$ cat config.mk
export PLATFORM = sky130hd
export DESIGN_NAME = seq_detect_moore_param
export DESIGN_NICKNAME = d
export VERILOG_FILES = /design/src/rtl/seq_detect_pkg.sv /design/src/rtl/seq_detect_moore_param_sat_counter.sv /design/src/rtl/seq_detect_moore_param.sv
export SDC_FILE = /design/constraint.sdc
export NUM_CORES = 1
export LEC_CHECK = 0
export BUFFER_PORTS_ARGS = -buffer_cell sky130_fd_sc_hd__buf_4
export CAP_MARGIN = 20
export CORE_MARGIN = 3
export CORE_UTILIZATION = 51
export DETAILED_ROUTE_END_ITERATION = 8
export PLACE_DENSITY = 0.76
export REMOVE_ABC_BUFFERS = 1
export SLEW_MARGIN = 20
export SYNTH_ARGS = -nofsm -noshare
export SYNTH_HDL_FRONTEND = slang
export SYNTH_HIERARCHICAL = 1
export SYNTH_SLANG_ARGS = --single-unit
export TNS_END_PERCENT = 5
$ cat constraint.sdc
create_clock -name clk -period 3.1 [get_ports clk]
set_clock_uncertainty 0.2 [all_clocks]
set_input_delay 0.155 -clock clk [delete_from_list [all_inputs] [get_ports clk]]
set_output_delay 0.155 -clock clk [all_outputs]
set_load 0.03 [all_outputs]
$ cat src/rtl/seq_detect_pkg.sv
// Shared constants and elaboration-time helpers for serial pattern detectors.
// next_state() is the KMP transition used to build the per-state lookup tables.
package seq_detect_pkg;

  localparam int unsigned MAX_SEQ_LEN = 16;

  function automatic int unsigned state_width(input int unsigned len);
    return $clog2(len + 1);
  endfunction

  // Longest pattern prefix that is a suffix of (prefix_k followed by b).
  // When k == len this gives the overlapping transition out of DETECT.
  function automatic int unsigned next_state(input logic [MAX_SEQ_LEN-1:0] seq,
                                             input int unsigned len,
                                             input int unsigned k,
                                             input logic b);
    logic [MAX_SEQ_LEN:0] s;
    int unsigned n;
    int unsigned jmax;
    logic ok;
    s = '0;
    for (int unsigned i = 0; i < k; i++) begin
      s[i] = seq[len-1-i];
    end
    s[k] = b;
    n = k + 1;
    jmax = (n > len) ? len : n;
    for (int j = int'(jmax); j >= 1; j--) begin
      ok = 1'b1;
      for (int i = 0; i < j; i++) begin
        if (seq[int'(len)-1-i] != s[int'(n)-j+i]) ok = 1'b0;
      end
      if (ok) return j;
    end
    return 0;
  endfunction

endpackage

$ cat src/rtl/seq_detect_moore_param_sat_counter.sv
// Saturating up-counter with async active-low reset and synchronous clear.
// Clear wins over a simultaneous increment.
module sat_counter #(
  parameter int unsigned W = 8
) (
  input  logic         clk,
  input  logic         rst,
  input  logic         clr,
  input  logic         inc,
  output logic [W-1:0] q
);

  logic [W-1:0] cnt_q, cnt_d;

  always_comb begin
    cnt_d = cnt_q;
    if (clr) begin
      cnt_d = '0;
    end else if (inc && (cnt_q != {W{1'b1}})) begin
      cnt_d = cnt_q + 1'b1;
    end
  end

  always_ff @(posedge clk or negedge rst) begin
    if (!rst) cnt_q <= '0;
    else      cnt_q <= cnt_d;
  end

  assign q = cnt_q;

endmodule

$ cat src/rtl/seq_detect_moore_param.sv
// Parametrised Moore serial pattern detector with runtime overlap mode,
// sample enable, synchronous clear and a saturating match counter.
module seq_detect_moore_param
  import seq_detect_pkg::*;
#(
  parameter int unsigned                 SEQ_LEN = 4,
  parameter logic [MAX_SEQ_LEN-1:0]      SEQ     = 16'b1101,
  parameter int unsigned                 CNT_W   = 8
) (
  input  logic             clk,
  input  logic             rst,
  input  logic             en,
  input  logic             clr,
  input  logic             overlap,
  input  logic             in,
  output logic             out,
  output logic [CNT_W-1:0] match_cnt
);

  localparam int unsigned SW    = state_width(SEQ_LEN);
  localparam int unsigned NumSt = 2 ** SW;
  localparam logic [SW-1:0] DetSt = SW'(SEQ_LEN);

  logic [SW-1:0] state_q, state_d;
  logic [SW-1:0] nxt0 [NumSt];
  logic [SW-1:0] nxt1 [NumSt];
  logic          hit;

  // Row SEQ_LEN holds the overlapping exit from DETECT; unreachable rows go to 0.
  for (genvar k = 0; k < NumSt; k++) begin : g_tbl
    if (k <= SEQ_LEN) begin : g_live
      localparam logic [SW-1:0] N0 = SW'(next_state(SEQ, SEQ_LEN, k, 1'b0));
      localparam logic [SW-1:0] N1 = SW'(next_state(SEQ, SEQ_LEN, k, 1'b1));
      assign nxt0[k] = N0;
      assign nxt1[k] = N1;
    end else begin : g_dead
      assign nxt0[k] = '0;
      assign nxt1[k] = '0;
    end
  end

  always_comb begin
    state_d = state_q;
    hit     = 1'b0;
    if (clr) begin
      state_d = '0;
    end else if (en) begin
      if ((state_q == DetSt) && !overlap) begin
        state_d = in ? nxt1[0] : nxt0[0];
      end else begin
        state_d = in ? nxt1[state_q] : nxt0[state_q];
      end
      hit = (state_d == DetSt);
    end
  end

  always_ff @(posedge clk or negedge rst) begin
    if (!rst) state_q <= '0;
    else      state_q <= state_d;
  end

  assign out = (state_q == DetSt);

  sat_counter #(
    .W (CNT_W)
  ) u_cnt (
    .clk (clk),
    .rst (rst),
    .clr (clr),
    .inc (hit),
    .q   (match_cnt)
  );

endmodule

==> out/metrics.cfg, run 1 <==
[synthesis]
syn-instance-count = 73
synthesis.area_um2 = 687
syn_avg_cell_area_um2 = 9.41
ys.warnings.count = 6
synth_flop_cell = sky130_fd_sc_hd__dfrtp_1
synth_seq_area_share = 0.401
synth_edf_count = 0
synth.distinct_cells = 33
ys_seq_elements = 11
synth_top_cell_area_share = 0.401
synthTopCellsByArea = sky130_fd_sc_hd__dfrtp_1 (40%), sky130_fd_sc_hd__ha_1 (7.3%), sky130_fd_sc_hd__a211oi_1 (3.3%), sky130_fd_sc_hd__mux2_2 (3.3%), sky130_fd_sc_hd__a21oi_1 (2.9%)
netlist.top_cell.by_area = sky130_fd_sc_hd__dfrtp_1
synth_async_sr_flop_share = 1.00

[pwr]
power.static_leakage_nw = 0.390
ir_drop_v = 0.000278
power-per-cell-area_nw_per_um2 = 322

[cts]
clock_tree.root_cell = sky130_fd_sc_hd__clkbuf_4
cts_buffers = 3
cts.repair_timing.setup_buffer_count = 0
clkLatencyLatePin_ps = 270
cts.clk_slew.worst_paths_ps = 70
clockBufferDepth = 2
clock_sinks = 11
ctsHoldBuffers = 4
cts-htree-levels = 1
tritoncts = built
cts_repair_resize_count = 0

[placed_design]
port_buffers = 14
instance_area_at_placement_um2 = 801
gpl.final_weighted_congestion = 0.793
hpwlAfterDp_mm = 1.11

[drt]
highest_routed_layer = met4
drtPass1Iterations = 4
detail_route.drc_violations = 0
detail_route.iter0.violations = 26
routedWlPerCell_um = 14.6
drt-vias-per-instance = 6.05
vias = 647
routed_wl_mm = 1.56
met2RoutedLength_um = 699
met3_length_um = 87
final_antenna_net_count = 0
wl_met1_um = 721

[sta]
min_period_ps = 2520
count_of_endpoints_failing_hold_in_the_final_timing_report = 0
timing_max_transition_violations_final = 0
measured_slew_at_the_worst_slew_check_pin_ps = 356
layout_worst_path_cycle_share = 0.813
slew-limit-headroom = 0.757
grt_setup_unrepaired = no
final-setup-viol-count = 0
fmaxAchievable_ghz = 0.397
timing.setup.tns_ps = 0

[worst_setup_path]
cp.arrival_ps = 2500
worstReg2RegEnd = u_cnt/q[7]$_DFFE_PN0P_
timing.critical_path.required_ps = 3080
worst-setup-path-type = reg2reg
timing.rr.start = state_q[0]$_DFFE_PN0P_
critical_path.max_fanout = 9
ff_to_ff_setup_slack_ps = 580
setup.worst_path.start_class = flop
ff2ff_path_depth = 8
nature_of_the_critical_path_endpoint = flop

[final_layout]
antennaDiodeCount = 0
drive_gt1_frac = 0.247
layout.core_utilization = 0.731
most_common_library_cell_in_the_layout_ignoring_fill_and_taps = sky130_fd_sc_hd__buf_4
ff_latch_area_um2 = 275
area.growth.synth_to_final_pct = 26.2
num-fill-cells = 86
stdcell_area_um2 = 867
multiInputGateArea_um2 = 384
num-nets-final = 104
commonest_non_fill_non_tap_cells_in_the_layout = sky130_fd_sc_hd__buf_4 (14), sky130_fd_sc_hd__dfrtp_1 (11), sky130_fd_sc_hd__inv_1 (5), sky130_fd_sc_hd__nor2_1 (5)

[floorplanning]
dieWidth_um = 42.7
initial_core_util = 0.579
floorplan.io_pins = 15
die_height_um = 42.7
floorplan.core_area_um2 = 1190
floorplan.rows = 12
die-area_um2 = 1820

[hold_path]
hold_path_class = in2async

[run_status]
status = complete, no violations

[global_routing]
grt_pass1_wl_mm = 2.54
grt_use_total = 0.184
grt_overflow_total = 0
grt_max_degree = 16
first_global_vias = 569
number_of_antenna_violations_at_the_first_check_in_global_routing = 0

[job]
drv_cap = 0

==> routing by layer <==
metal  global-route usage  vias to the layer above
met5                    0                        -
met4                0.112                        0
met1                0.239                      308
met3               0.0254                        6
met2                0.284                       24
li1                     -                      309
==> registers in the layout (all words and copies together) (netlist names) <==
signal   flops
u_cnt/q      8
state_q      3
==> where the power goes <==
part           leakage (nW)  switching [W]  internal (W)
sequential            0.152     0.00000210      0.000145
combinational         0.223      0.0000167     0.0000143
clock                0.0150      0.0000505     0.0000499
total                 0.390      0.0000693      0.000210
==> cell type report <==
cell class / count / area share
Inverter: 5 / 0.0216
Multi-Input combinational cell: 55 / 0.443
Timing Repair Buffer: 18 / 0.167
Tap cell: 14 / 0.0202
Clock buffer: 4 / 0.0303
Sequential cell: 11 / 0.317
==> synth_stat cells (all sizes together), types with 2 or more instances <==
master  count
a211oi      3
a21oi       4
a31oi       2
and3        2
and4        3
dfrtp      11
ha          4
inv         5
mux2        2
nand2       3
nand2b      3
nand3       3
nor2        5
nor2b       3
nor3        4
nor3b       2
==> worst max-delay path, cell delays in order, from the launching register on <==
cell and delay (ps):
sky130_fd_sc_hd__dfrtp_1 380, sky130_fd_sc_hd__inv_1 90, sky130_fd_sc_hd__ha_1 250, sky130_fd_sc_hd__and4_4 160
sky130_fd_sc_hd__a311oi_1 240, sky130_fd_sc_hd__and3_1 370, sky130_fd_sc_hd__nand3_1 190, sky130_fd_sc_hd__or3_1 330
sky130_fd_sc_hd__a211oi_1 220
==> through the flow <==
step                worst slack, ps  hold slack [ps]  instances  power [W]
finish                          581             45.1        107   0.000279
floorplan                       849             -341         71   0.000160
global route                    381             58.6        107   0.000290
detailed placement              631             -202         99   0.000176
global placement                643             -202         99   0.000174
CTS                             607             43.5        107   0.000279
==> cell families after synthesis <==
| kind of cell | count (synthesis) | share of synthesized area |
|---|---|---|
| AND/OR/NAND/NOR | 34 | 0.302 |
| AO/OA/AOI/OAI | 14 | 0.137 |
| flip-flops | 11 | 0.401 |
| buffers and inverters | 7 | 0.0401 |
| adder cells (fa/ha/maj) | 4 | 0.0729 |
| multiplexers | 3 | 0.0474 |
==> worst max path at each step <==
stage | start | endpoint | slack [ps] | depth (start not counted)
after floorplan | state_q[0]$_DFFE_PN0P_ | u_cnt/q[7]$_DFFE_PN0P_ | 850 | 8
after global placement | state_q[0]$_DFFE_PN0P_ | u_cnt/q[7]$_DFFE_PN0P_ | 640 | 8
after detailed placement | state_q[0]$_DFFE_PN0P_ | u_cnt/q[7]$_DFFE_PN0P_ | 630 | 8
after CTS | state_q[0]$_DFFE_PN0P_ | u_cnt/q[7]$_DFFE_PN0P_ | 610 | 8
after global routing | state_q[0]$_DFFE_PN0P_ | u_cnt/q[5]$_DFFE_PN0P_ | 380 | 8
final | state_q[0]$_DFFE_PN0P_ | u_cnt/q[7]$_DFFE_PN0P_ | 580 | 8
Power figures use the tool's default switching activity.
==> run 2, diff against run 1 <==
--- a/config.mk
+++ b/config.mk
@@ -5,12 +5,14 @@
 export SDC_FILE = /design/constraint.sdc
 export NUM_CORES = 1
 export LEC_CHECK = 0
+export ABC_AREA = 1
 export BUFFER_PORTS_ARGS = -buffer_cell sky130_fd_sc_hd__buf_4
 export CAP_MARGIN = 20
+export CORE_ASPECT_RATIO = 0.8
 export CORE_MARGIN = 3
-export CORE_UTILIZATION = 51
+export CORE_UTILIZATION = 47
 export DETAILED_ROUTE_END_ITERATION = 8
-export PLACE_DENSITY = 0.76
+export PLACE_DENSITY = 0.72
 export REMOVE_ABC_BUFFERS = 1
 export SLEW_MARGIN = 20
 export SYNTH_ARGS = -nofsm -noshare
==> constraint.sdc (replaced) <==
create_clock -name clk -period 2.3 [get_ports clk]
set_clock_uncertainty 0.2 [all_clocks]
set_input_delay 0.115 -clock clk [delete_from_list [all_inputs] [get_ports clk]]
set_output_delay 0.115 -clock clk [all_outputs]
set_load 0.03 [all_outputs]
==> out/metrics.cfg, run 2 <==
[final_layout]
antennaDiodeCount = 0
drive_gt1_frac = 0.230
largest_register_ff_count = 8
area.growth.synth_to_final_pct = 26.2
num-nets-final = 146
commonest_non_fill_non_tap_cells_in_the_layout = sky130_fd_sc_hd__nand2_1 (37), sky130_fd_sc_hd__inv_1 (16), sky130_fd_sc_hd__nand3_1 (14), sky130_fd_sc_hd__buf_4 (14), sky130_fd_sc_hd__dfrtp_1 (11)
most_common_library_cell_in_the_layout_ignoring_fill_and_taps = sky130_fd_sc_hd__nand2_1

[global_routing]
number_of_antenna_violations_at_the_first_check_in_global_routing = 0
grt_overflow_total = 0
first_global_vias = 695
grt_use_total = 0.184
grt_pass1_wl_mm = 3.06
grt_max_degree = 12

[pwr]
totalPowerFinal_w = 0.000400
power-per-cell-area_nw_per_um2 = 409
ir_drop_v = 0.000295
power.static_leakage_nw = 0.505

[worst_setup_path]
critical_path.max_fanout = 4
timing.critical_path.required_ps = 2280
cp.arrival_ps = 1990
critPathSlowestCell = sky130_fd_sc_hd__dfrtp_1
nature_of_the_critical_path_endpoint = flop
setup.worst_path.start_class = flop
worst-setup-path-type = reg2reg
worstReg2RegEnd = u_cnt/q[7]$_DFFE_PN0P_
critPathMaxStageDelay_ps = 370
ff2ff_path_depth = 12
ff_to_ff_setup_slack_ps = 290
timing.rr.start = state_q[0]$_DFFE_PN0P_
path_delay_family = simple AND/OR/NAND/NOR gates
critPathBufInv = 3
crit_path_cell_trace = inv_1, ha_1, nand2_1, nand3_1, nand3_2, nand2_1, nor2_1, inv_1, a21oi_2, nand3_1, nand2_1, inv_1

[synthesis]
synth_flop_cell = sky130_fd_sc_hd__dfrtp_1
dominant_combinational_cell_family_by_area_after_synthesis = simple AND/OR/NAND/NOR gates
synthTopCellsByArea = sky130_fd_sc_hd__dfrtp_1 (36%), sky130_fd_sc_hd__nand2_1 (18%), sky130_fd_sc_hd__nand3_1 (9.0%), sky130_fd_sc_hd__inv_1 (7.8%), sky130_fd_sc_hd__ha_1 (6.5%)
synthesis.area_um2 = 774
synth_async_sr_flop_share = 1.00
ys.warnings.count = 6
synth_top_cell_area_share = 0.355
synth.distinct_cells = 20
netlist.top_cell.by_area = sky130_fd_sc_hd__dfrtp_1
synth_edf_count = 0
post_synthesis_mux_area_share = 0
yosys.area_share.adder = 0.0646
synth_seq_area_share = 0.355
netlist_top_cells_count = sky130_fd_sc_hd__nand2_1 (37), sky130_fd_sc_hd__inv_1 (16), sky130_fd_sc_hd__nand3_1 (14)
synth_area_in_compound_gates = 0.0695
ys_seq_elements = 11
synth_simple_gate_area_share = 0.410
synth-xor-area-share = 0
syn_avg_cell_area_um2 = 6.85
synthMostInstantiatedCell = sky130_fd_sc_hd__nand2_1
syn-instance-count = 113

[placed_design]
port_buffers = 14
hpwlAfterDp_mm = 1.37
gpl.final_weighted_congestion = 0.899

[run_status]
status = complete, no violations

[cts]
clock_tree.root_cell = sky130_fd_sc_hd__clkbuf_4
clockBufferDepth = 2
clock_sinks = 11
clkLatencyLatePin_ps = 270
tritoncts = built
cts-htree-levels = 1
cts_buffers = 3
cts.clk_slew.worst_paths_ps = 80
cts.repair_timing.setup_buffer_count = 0

[sta]
slew-limit-headroom = 0.801
timing_max_transition_violations_final = 0
measured_slew_at_the_worst_slew_check_pin_ps = 297
layout_worst_path_cycle_share = 0.874
count_of_endpoints_failing_hold_in_the_final_timing_report = 0
grt_setup_unrepaired = no
timing.setup.tns_ps = 0
min_period_ps = 2010
fmaxAchievable_ghz = 0.498
final-setup-viol-count = 0

[drt]
drtPass1Iterations = 4
detail_route.drc_violations = 0
drt-vias-per-instance = 5.01
routed_wl_mm = 1.81
final_antenna_net_count = 0
routedWlPerCell_um = 11.6
vias = 781
detail_route.iter0.violations = 36

[floorplanning]
floorplan.io_pins = 15
dieWidth_um = 51.4
floorplan.core_area_um2 = 1470
die-area_um2 = 2170
floorplan.rows = 12
die_height_um = 42.3
initial_core_util = 0.526

[hold_path]
hold_path_class = in2async

[job]
drv_cap = 0

-- run 2: report_power, final --
part | total, W | internal, W | switching, W
Combinational | 0.0000623 | 0.0000262 | 0.0000361
Sequential | 0.000203 | 0.000197 | 0.00000585
Clock | 0.000134 | 0.0000644 | 0.0000699
-- run 2: cells by family (layout without fill, tap and decap cells) --
kind of cell,after synthesis,in the layout
simple gates,70,70
compound gates,9,9
buf+inv,19,41
fa+ha+maj,4,4
flops,11,11
-- run 2: final cells by class --
| cell class | instances | area (µm²) |
|---|---|---|
| Tap cell | 21 | 26.3 |
| Fill cell | 123 | 494 |
| Sequential cell | 11 | 275 |
| Clock inverter | 1 | 5.00 |
| Clock buffer | 3 | 22.5 |
| Timing Repair Buffer | 18 | 145 |
| Multi-Input combinational cell | 83 | 425 |
| Inverter | 19 | 77.6 |
-- run 2: metal layers --
layer	up-vias	track usage	routed length, µm
met5	-	0	0
met1	347	0.260	877
li1	400	-	-
met2	34	0.272	785
met3	0	0.0569	144
met4	0	0.0471	0
-- run 2: worst max path at each step --
stage	cells after the start	endpoint	slack [ps]	from
after floorplan	12	u_cnt/q[7]$_DFFE_PN0P_	330	state_q[0]$_DFFE_PN0P_
after global placement	12	u_cnt/q[7]$_DFFE_PN0P_	320	state_q[0]$_DFFE_PN0P_
after detailed placement	12	u_cnt/q[7]$_DFFE_PN0P_	220	state_q[0]$_DFFE_PN0P_
after CTS	12	u_cnt/q[7]$_DFFE_PN0P_	210	state_q[0]$_DFFE_PN0P_
after global routing	12	u_cnt/q[7]$_DFFE_PN0P_	70	state_q[0]$_DFFE_PN0P_
final	12	u_cnt/q[7]$_DFFE_PN0P_	290	state_q[0]$_DFFE_PN0P_
-- run 2: repair_timing --
action                     4_1_cts  5_1_grt
hold endpoints to repair        19        0
hold buffers                     4        0
resized for setup                0        1
setup endpoints to repair        0        1
-- run 2: stage by stage --
stage,hold slack (ps),cells,utilization,setup WS [ps],instance area (µm²)
floorplan,-381,113,-,327,774
global placement,-239,148,0.616,318,906
detailed placement,-241,148,0.616,223,906
CTS,5.24,156,0.662,215,973
global route,8.88,156,0.664,71.0,977
finish,10.2,156,0.664,290,977
-- run 2: worst reg2reg max path, stage by stage, from the launching register on --
cell	delay, ps
sky130_fd_sc_hd__dfrtp_1	370
sky130_fd_sc_hd__inv_1	70
sky130_fd_sc_hd__ha_1	290
sky130_fd_sc_hd__nand2_1	70
sky130_fd_sc_hd__nand3_1	100
sky130_fd_sc_hd__nand3_2	70
sky130_fd_sc_hd__nand2_1	50
sky130_fd_sc_hd__nor2_1	190
sky130_fd_sc_hd__inv_1	110
sky130_fd_sc_hd__a21oi_2	190
sky130_fd_sc_hd__nand3_1	100
sky130_fd_sc_hd__nand2_1	70
sky130_fd_sc_hd__inv_1	30
